### config.mk
export PLATFORM = sky130hd
export DESIGN_NAME = keypad_matrix_responder_flat
export DESIGN_NICKNAME = d
export VERILOG_FILES = /design/src/rtl/keypad_matrix_responder_if.sv /design/src/rtl/keypad_matrix_responder.sv /design/src/flat_wrapper.sv
export SDC_FILE = /design/constraint.sdc
export NUM_CORES = 1
export LEC_CHECK = 0
export ABC_AREA = 1
export CORE_MARGIN = 2
export CORE_UTILIZATION = 58
export CTS_CLUSTER_DIAMETER = 120
export DETAILED_ROUTE_END_ITERATION = 8
export GPL_ROUTABILITY_DRIVEN = 0
export PLACE_DENSITY_LB_ADDON = 0.3
export SYNTH_ARGS = -nofsm -noshare
export SYNTH_HDL_FRONTEND = slang
export SYNTH_SLANG_ARGS = --single-unit
### constraint.sdc
create_clock -name clk -period 2.38 [get_ports clk]
set_input_delay 0.476 -clock clk [delete_from_list [all_inputs] [get_ports clk]]
set_output_delay 0.476 -clock clk [all_outputs]
set_load 0.01 [all_outputs]
### src/rtl/keypad_matrix_responder_if.sv
// Key-press request handshake between a producer and the keypad responder.
interface keypad_matrix_responder_if;
   logic       key_valid;
   logic [3:0] key_code;
   logic       key_ready;
   logic       key_done;

   modport master (output key_valid, output key_code, input key_ready, input key_done);
   modport slave  (input key_valid, input key_code, output key_ready, output key_done);
endinterface

### src/rtl/keypad_matrix_responder.sv
// 4x4 membrane keypad model: answers the scanner's active-low column drive on the row lines,
// sequencing bounce-in, hold, bounce-out and gap for each requested key press.
module keypad_matrix_responder #(
   parameter int unsigned HOLD_CYCLES   = 50,
   parameter int unsigned BOUNCE_CYCLES = 8,
   parameter bit          BOUNCE_EN     = 1'b1,
   parameter int unsigned GAP_CYCLES    = 16,
   parameter logic [7:0]  LFSR_SEED     = 8'hA5
) (
   input  logic                       clk,
   input  logic                       rstn,
   input  logic [3:0]                 col,
   output logic [3:0]                 row,
   output logic                       contact,
   keypad_matrix_responder_if.slave   key
);

   localparam int unsigned MaxHb     = (HOLD_CYCLES > BOUNCE_CYCLES) ? HOLD_CYCLES : BOUNCE_CYCLES;
   localparam int unsigned MaxCycles = (MaxHb > GAP_CYCLES) ? MaxHb : GAP_CYCLES;
   localparam int unsigned CntW      = $clog2(MaxCycles + 1);
   localparam bit          UseBounce = BOUNCE_EN && (BOUNCE_CYCLES != 0);
   localparam bit          UseGap    = (GAP_CYCLES != 0);

   // Counter holds remaining cycles minus one, so each state lasts exactly its parameter.
   localparam logic [CntW-1:0] HoldLoad   = CntW'(HOLD_CYCLES - 1);
   localparam logic [CntW-1:0] BounceLoad = CntW'(BOUNCE_CYCLES - 1);
   localparam logic [CntW-1:0] GapLoad    = CntW'(GAP_CYCLES - 1);

   typedef enum logic [2:0] {StIdle, StBounceIn, StHold, StBounceOut, StGap} state_e;

   state_e          state_q;
   logic [CntW-1:0] cnt_q;
   logic [7:0]      lfsr_q;
   logic [7:0]      lfsr_shift;
   logic [1:0]      r_q;
   logic [1:0]      c_q;
   logic            contact_q;
   logic            ready_q;
   logic            done_q;
   logic [3:0]      row_q;

   // Fibonacci LFSR, taps 8,6,5,4.
   assign lfsr_shift = {lfsr_q[6:0], lfsr_q[7] ^ lfsr_q[5] ^ lfsr_q[4] ^ lfsr_q[3]};

   always_ff @(posedge clk or negedge rstn) begin
      if (!rstn) begin
         state_q   <= StIdle;
         cnt_q     <= '0;
         lfsr_q    <= LFSR_SEED;
         r_q       <= 2'd0;
         c_q       <= 2'd0;
         contact_q <= 1'b0;
         ready_q   <= 1'b1;
         done_q    <= 1'b0;
      end else begin
         done_q <= 1'b0;
         unique case (state_q)
            StIdle: begin
               if (key.key_valid) begin
                  r_q     <= key.key_code[3:2];
                  c_q     <= key.key_code[1:0];
                  ready_q <= 1'b0;
                  if (UseBounce) begin
                     state_q   <= StBounceIn;
                     cnt_q     <= BounceLoad;
                     contact_q <= lfsr_q[0];
                  end else begin
                     state_q   <= StHold;
                     cnt_q     <= HoldLoad;
                     contact_q <= 1'b1;
                  end
               end
            end
            StBounceIn: begin
               lfsr_q <= lfsr_shift;
               if (cnt_q == '0) begin
                  state_q   <= StHold;
                  cnt_q     <= HoldLoad;
                  contact_q <= 1'b1;
               end else begin
                  cnt_q     <= cnt_q - CntW'(1);
                  contact_q <= lfsr_shift[0];
               end
            end
            StHold: begin
               if (cnt_q != '0) begin
                  cnt_q <= cnt_q - CntW'(1);
               end else if (UseBounce) begin
                  state_q   <= StBounceOut;
                  cnt_q     <= BounceLoad;
                  contact_q <= lfsr_q[0];
               end else if (UseGap) begin
                  state_q   <= StGap;
                  cnt_q     <= GapLoad;
                  contact_q <= 1'b0;
               end else begin
                  state_q   <= StIdle;
                  contact_q <= 1'b0;
                  ready_q   <= 1'b1;
                  done_q    <= 1'b1;
               end
            end
            StBounceOut: begin
               lfsr_q <= lfsr_shift;
               if (cnt_q != '0) begin
                  cnt_q     <= cnt_q - CntW'(1);
                  contact_q <= lfsr_shift[0];
               end else if (UseGap) begin
                  state_q   <= StGap;
                  cnt_q     <= GapLoad;
                  contact_q <= 1'b0;
               end else begin
                  state_q   <= StIdle;
                  contact_q <= 1'b0;
                  ready_q   <= 1'b1;
                  done_q    <= 1'b1;
               end
            end
            StGap: begin
               if (cnt_q != '0) begin
                  cnt_q <= cnt_q - CntW'(1);
               end else begin
                  state_q <= StIdle;
                  ready_q <= 1'b1;
                  done_q  <= 1'b1;
               end
            end
            default: begin
               state_q   <= StIdle;
               contact_q <= 1'b0;
               ready_q   <= 1'b1;
            end
         endcase
      end
   end

   // Row follows col and contact one cycle later; other low columns do not block the pull.
   always_ff @(posedge clk or negedge rstn) begin
      if (!rstn) begin
         row_q <= 4'hF;
      end else begin
         row_q <= (contact_q && !col[c_q]) ? ~(4'b0001 << r_q) : 4'hF;
      end
   end

   assign row           = row_q;
   assign contact       = contact_q;
   assign key.key_ready = ready_q;
   assign key.key_done  = done_q;

endmodule
### src/flat_wrapper.sv
// flat-port wrapper written by rule: the top's interface ports become plain ports
module keypad_matrix_responder_flat 
#(
   parameter int unsigned HOLD_CYCLES   = 50,
   parameter int unsigned BOUNCE_CYCLES = 8,
   parameter bit          BOUNCE_EN     = 1'b1,
   parameter int unsigned GAP_CYCLES    = 16,
   parameter logic [7:0]  LFSR_SEED     = 8'hA5
)
  (clk, rstn, col, row, contact, key_key_valid, key_key_code, key_key_ready, key_key_done);
  keypad_matrix_responder_if key_i ();
  input  logic clk;
  input  logic rstn;
  input  logic [3:0] col;
  output logic [3:0] row;
  output logic contact;
  input wire logic [$bits(key_i.key_valid)-1:0] key_key_valid;
  input wire logic [$bits(key_i.key_code)-1:0] key_key_code;
  output wire logic [$bits(key_i.key_ready)-1:0] key_key_ready;
  output wire logic [$bits(key_i.key_done)-1:0] key_key_done;
  assign key_i.key_valid = key_key_valid;
  assign key_i.key_code = key_key_code;
  assign key_key_ready = key_i.key_ready;
  assign key_key_done = key_i.key_done;
  keypad_matrix_responder #(.HOLD_CYCLES(HOLD_CYCLES), .BOUNCE_CYCLES(BOUNCE_CYCLES), .BOUNCE_EN(BOUNCE_EN), .GAP_CYCLES(GAP_CYCLES), .LFSR_SEED(LFSR_SEED)) u_core (.clk(clk), .rstn(rstn), .col(col), .row(row), .contact(contact), .key(key_i));
endmodule
==> impl_results.md, run 1 <==
- Initial drt markers: 44
- Final min period: 1.89 ns
- Final setup slack of the worst path: 0.490 ns
- Die width: 53.8 um
- CTS tree: yes
- GRT Util Overall: 24.1%
- Num CTS Buffers: 3
- Peak VDD IR: 378 uV
- Commonest non-fill, non-tap cells in the layout: 69 x nand2_1, 20 x inv_1, 20 x nor2_1, 19 x dfrtp_1, 17 x clkdlybuf4s50_1
- Clock slew at reported path FFs: 0.14 ns
- Post-synthesis xor/xnor area fraction: 1.83%
- Synth area leader: dfrtp_1
- Status: finished, final reports clean
- CP delay by family, top: flip-flops
- Register area: 712 sq um
- Cell Pwr Density: 428 nW/um^2
- Mapped Area: 1440 sq um
- Adder-cell area share of the yosys netlist: 0.870%
- Commonest non-fill, non-tap cell in the layout: nand2_1
- Max incr delay on CP: 0.56 ns
- Fillers: 198
- Post-route setup TNS: 0 ns
- Syn Area/Cell: 7.57 sq um
- Largest family of logic cells by synthesized area: simple AND/OR/NAND/NOR gates
- Proportion of synthesized area in mux cells: 0%
- Post-CTS Repair Setup Buffers: 0
- Hold_buf cts: 0
- Leakage power: 0.835 nW
- I/O pins: 18
- Initial antenna violation count: 0
- Achievable frequency: 529 MHz
- Layout cells sized above 1: 13.7%
- RSZ-0062 raised after global routing: no
- Initial DRT Pass Iterations: 4
- Total power: 0.719 mW
- Htree depth: 1
- Vias in the first global route: 1,195
- Cell Chain, Critical Path: clkdlybuf4s50_1
- Drt total wl: 3100 um
- Net count after synthesis: 202
- Via count: 1,268
- Compound-Gate Fraction of Synth Area: 8.01%
- Vias per inst: 5.24
- Max Slew Vio Count: 0
- Final Setup Violations: 0
- Synth Register Bits: 28
- Skew final: 0.0108 ns
- Non-Filler Instances: 242
- DR WL/cell: 12.8 um
- Pre-CTS setup slack: 0.653 ns
- CTS Buffer Depth: 2
- Clock latency on the worst-skew pair: 0.34 ns
- Synth-to-Final Area Change: 16.8%
- Post-route ant nets: 0
- Placed inst area: 1650 sq um
- Placed Cells: 238
- MaxCap Viol Count: 0
- CP max FO: 2
- Final core occ: 69.7%
- Setup CP Type: reg -> out
- Max-slew headroom: 76.7%
- Die Y: 53.8 um
- # rows: 18
- Slowest cell on crit path: dfstp_2
- Top cells by area, synth: dfrtp_1 33%, nand2_1 18%, dfstp_2 16%
- Post-Syn Instances: 190
- CTS Root Cell: clkbuf_4
- First-pass GRT wire length: 5010 um
- Total grt overflow: 0
- Largest net degree at the start of global routing: 29
- DP HPWL: 2400 um
- Die Area: 2890 sq um
- Hold WS: 0.448 ns
- Final Hold Viols: 0
- Min-delay worst type: reg -> reg
- Slew @ Worst Pin: 0.350 ns
- Clk sinks: 28
- Endpoint type of the worst setup path: primary output
- Area of the multi-input gates: 624 sq um
- CP Buf/Inv Count: 1
- DRC viols: 0
- Final instance area: 1680 sq um
- Synth top area share: 33.1%
- N_diodes: 0
- Core area: 2410 sq um
- Critical path data arrival time: 1.41 ns
- Post-synth cell types: 25
- Fin crit share: 79.4%
- Crit start category: register
- Synth warn: 0
- Required @ worst endpoint: 1.90 ns
- IO buf count: 17
- Post_cts resized: 0
- Nets: 225
- Simple-gate share of the synthesized area: 32.7%
- Sequential area share after synthesis: 49.5%
- Initial Util: 59.7%
## synthesized netlist by cell type, drive strengths merged
cell,n
nand3,8
o22ai,2
nand3b,2
o21ai,13
ha,1
nand2,74
inv,24
dfrtp,19
a31oi,2
buf,1
xnor2,2
dfstp,9
nor2,24
nor3,1
xor2,1
a21oi,5
clkinv,1
nand4,1
## layout make-up
type                    instances  share of cell area (%)
inverters                      25                    5.59
multi-input cells             136                    37.2
repair buffers                 19                    11.0
clock buffers                   4                    1.56
flip-flops and latches         28                    42.4
well taps                      30                    2.24
## path summary, 6_finish.rpt
| kind | depth (start not counted) | to | slack (ns) | startpoint |
|---|---|---|---|---|
| max reg2reg | 9 | u_core.cnt_q[4] | 0.70 | u_core.cnt_q[0] |
| max in group asynchronous | 2 | u_core.row[1] | 1.57 | rstn |
| min | 1 | u_core.row[2] | 0.45 | u_core.r_q[1] |
| min reg2reg | 1 | u_core.row[2] | 0.45 | u_core.r_q[1] |
| max | 1 | key_key_ready | 0.49 | u_core.key.key_ready |
| min in group asynchronous | 2 | u_core.cnt_q[0] | 0.48 | rstn |
## flip-flops by register name, indices dropped and copies added, names as in the netlist
register / count
u_core.c_q: 2
u_core.cnt_q: 6
u_core.contact: 1
u_core.key.key_done: 1
u_core.key.key_ready: 1
u_core.lfsr_q: 8
u_core.r_q: 2
u_core.row: 4
u_core.state_q: 3
## cell families (layout without fill, tap and decap cells)
family,count (synthesis),after routing
AND/OR/NAND/NOR,110,110
flip-flops,28,28
buffers and inverters,26,48
AO/OA/AOI/OAI,22,22
XOR/XNOR,3,3
adder cells (fa/ha/maj),1,1
## power breakdown
group | internal (mW) | switching (mW) | total (mW)
Combinational | 0.0186 | 0.0152 | 0.0337
Sequential | 0.478 | 0.000186 | 0.478
Clock | 0.0660 | 0.141 | 0.207
## per-layer routing
metal	vias up	part of all wire (%)	global-route usage [%]
li1	634	-	-
met1	586	43	31.6
met2	39	51	39.2
met3	9	3.7	3.06
met4	0	2.2	11.5
met5	-	0	0
Note: power is estimated with default switching activity, not from simulation.
==> run 2, diff against run 1 <==
--- a/config.mk
+++ b/config.mk
@@ -6,8 +6,9 @@
 export NUM_CORES = 1
 export LEC_CHECK = 0
 export ABC_AREA = 1
+export CORE_ASPECT_RATIO = 2
 export CORE_MARGIN = 2
-export CORE_UTILIZATION = 58
+export CORE_UTILIZATION = 49
 export CTS_CLUSTER_DIAMETER = 120
 export DETAILED_ROUTE_END_ITERATION = 8
 export GPL_ROUTABILITY_DRIVEN = 0
==> constraint.sdc (replaced) <==
create_clock -name clk -period 1.7 [get_ports clk]
set_input_delay 0.34 -clock clk [delete_from_list [all_inputs] [get_ports clk]]
set_output_delay 0.34 -clock clk [all_outputs]
set_load 0.01 [all_outputs]
==> impl_results.md, run 2 (synthesized netlist as in run 1, its figures left out) <==
- Status: finished, final reports clean
- Clock latency on the worst-skew pair: 0.28 ns
- Final Hold Viols: 0
- DP HPWL: 2330 um
- Via count: 1,263
- Internal power: 0.863 mW
- Initial Util: 51.9%
- Critical path data arrival time: 1.33 ns
- Die Y: 80.6 um
- Htree depth: 1
- Final setup slack of the worst path: 0.0340 ns
- Final min period: 1.67 ns
- Synth-to-Final Area Change: 19.6%
- Cell Pwr Density: 631 nW/um^2
- Net switching fraction of the power: 20.4%
- Achievable frequency: 600 MHz
- Nets: 226
- RR Startpoint: u_core.cnt_q[3]
- Max Slew Vio Count: 0
- CP delay by family, top: flip-flops
- Fin crit share: 98.0%
- Core area: 2770 sq um
- Min-delay worst type: in -> async
- Skew final: 0.00355 ns
- Total grt overflow: 0
- Post-route setup TNS: 0 ns
- Pre-CTS setup slack: 0.112 ns
- MaxCap Viol Count: 0
- R2R cell count: 8
- Register area: 712 sq um
- Area of the multi-input gates: 634 sq um
- Final Setup Violations: 0
- Worst setup path endpoint: row[0]
- First-pass GRT wire length: 5200 um
- Vias per inst: 5.22
- CTS Root Cell: clkbuf_8
- Vias in the first global route: 1,266
- N_diodes: 0
- # rows: 27
- Post-route ant nets: 0
- RSZ-0062 raised after global routing: no
- CP max FO: 1
- Max-slew headroom: 76.9%
- Seq pwr share: 61.7%
- Clk pwr share: 34.0%
- Slowest cell on crit path: dfstp_2
- Slew @ Worst Pin: 0.347 ns
- Cell Chain, Critical Path: clkdlybuf4s50_1
- CTS tree: yes
- Drt total wl: 3000 um
- Setup CP Type: reg -> out
- Switching power: 0.221 mW
- DRC viols: 0
- Crit start category: register
- I/O pins: 18
- Hold_buf cts: 0
- R2r endpoint: u_core.cnt_q[4]
- Die Area: 3410 sq um
- Total power: 1.08 mW
- Endpoint type of the worst setup path: primary output
- Reg with most FFs: u_core.lfsr_q
- CP Buf/Inv Count: 1
- Initial DRT Pass Iterations: 4
- Fillers: 247
- Crit path depth: 1
- CTS Buffer Depth: 2
- Leakage power: 0.865 nW
- GRT Util Overall: 19.7%
- R2R setup slack: 0.19 ns
- Initial antenna violation count: 0
- Clk sinks: 28
- Die width: 42.3 um
- IO buf count: 17
- Logic pwr share: 4.3%
- Crit. Startpoint: u_core.row[0]
- Num CTS Buffers: 3
- Commonest non-fill, non-tap cells in the layout: 69 x nand2_1, 20 x inv_1, 20 x nor2_1, 19 x dfrtp_1, 15 x clkdlybuf4s50_1
- DR WL/cell: 12.4 um
- Commonest non-fill, non-tap cell in the layout: nand2_1
- Max incr delay on CP: 0.53 ns
- Post-CTS Repair Setup Buffers: 0
- Largest register FFs: 8
- Initial drt markers: 27
- Peak VDD IR: 593 uV
- Layout cells sized above 1: 14.6%
- Clock slew at reported path FFs: 0.09 ns
- Largest net degree at the start of global routing: 29
- Required @ worst endpoint: 1.36 ns
==> run 2: final cells by class <==
cell class	count	share of cell area (%)
Clock buffer	4	2.62
Inverter	25	5.46
Multi-Input combinational cell	136	36.9
Sequential cell	28	41.4
Tap cell	29	2.11
Timing Repair Buffer	20	11.5
==> run 2: power groups by stage <==
stage | clock network, mW | registers, mW | logic, mW
after floorplan | 0 | 0.682 | 0.00581
after global placement | 0 | 0.681 | 0.0465
after detailed placement | 0 | 0.681 | 0.0482
after CTS | 0.375 | 0.669 | 0.0481
after global routing | 0.398 | 0.669 | 0.0530
final | 0.368 | 0.669 | 0.0467
==> run 2: timing repair <==
action,in CTS,in global routing
endpoints found under the hold margin,0,0
endpoints found under the setup margin,0,3
gates resized for setup,0,4
==> run 2: worst min-delay path by stage <==
stage                              from             endpoint  slack, ns
final                              rstn  u_core.key.key_done       0.43
after global routing      u_core.r_q[1]        u_core.row[2]       0.45
after CTS                 u_core.r_q[1]        u_core.row[2]       0.42
after detailed placement  u_core.r_q[1]        u_core.row[2]       0.41
after global placement    u_core.r_q[1]        u_core.row[3]       0.41
after floorplan                    rstn        u_core.c_q[0]       0.04
==> run 2: per-layer routing <==
layer,GRT usage (%),vias to the layer above,share of wire [%]
li1,-,634,-
met1,20.8,589,38
met2,36.9,33,56
met3,3.37,7,3.9
met4,8.75,0,1.9
met5,0,-,0
==> run 2: per-stage QoR <==
stage	utilization (%)	hold WS, ns	std cells	area (sq um)
2_1_floorplan	-	0.0444	190	1440
3_3_place_gp	59.9	0.411	238	1660
3_5_place_dp	59.9	0.412	238	1660
4_1_cts	61.5	0.425	242	1700
5_1_grt	62.1	0.455	242	1720
6_report	62.1	0.427	242	1720
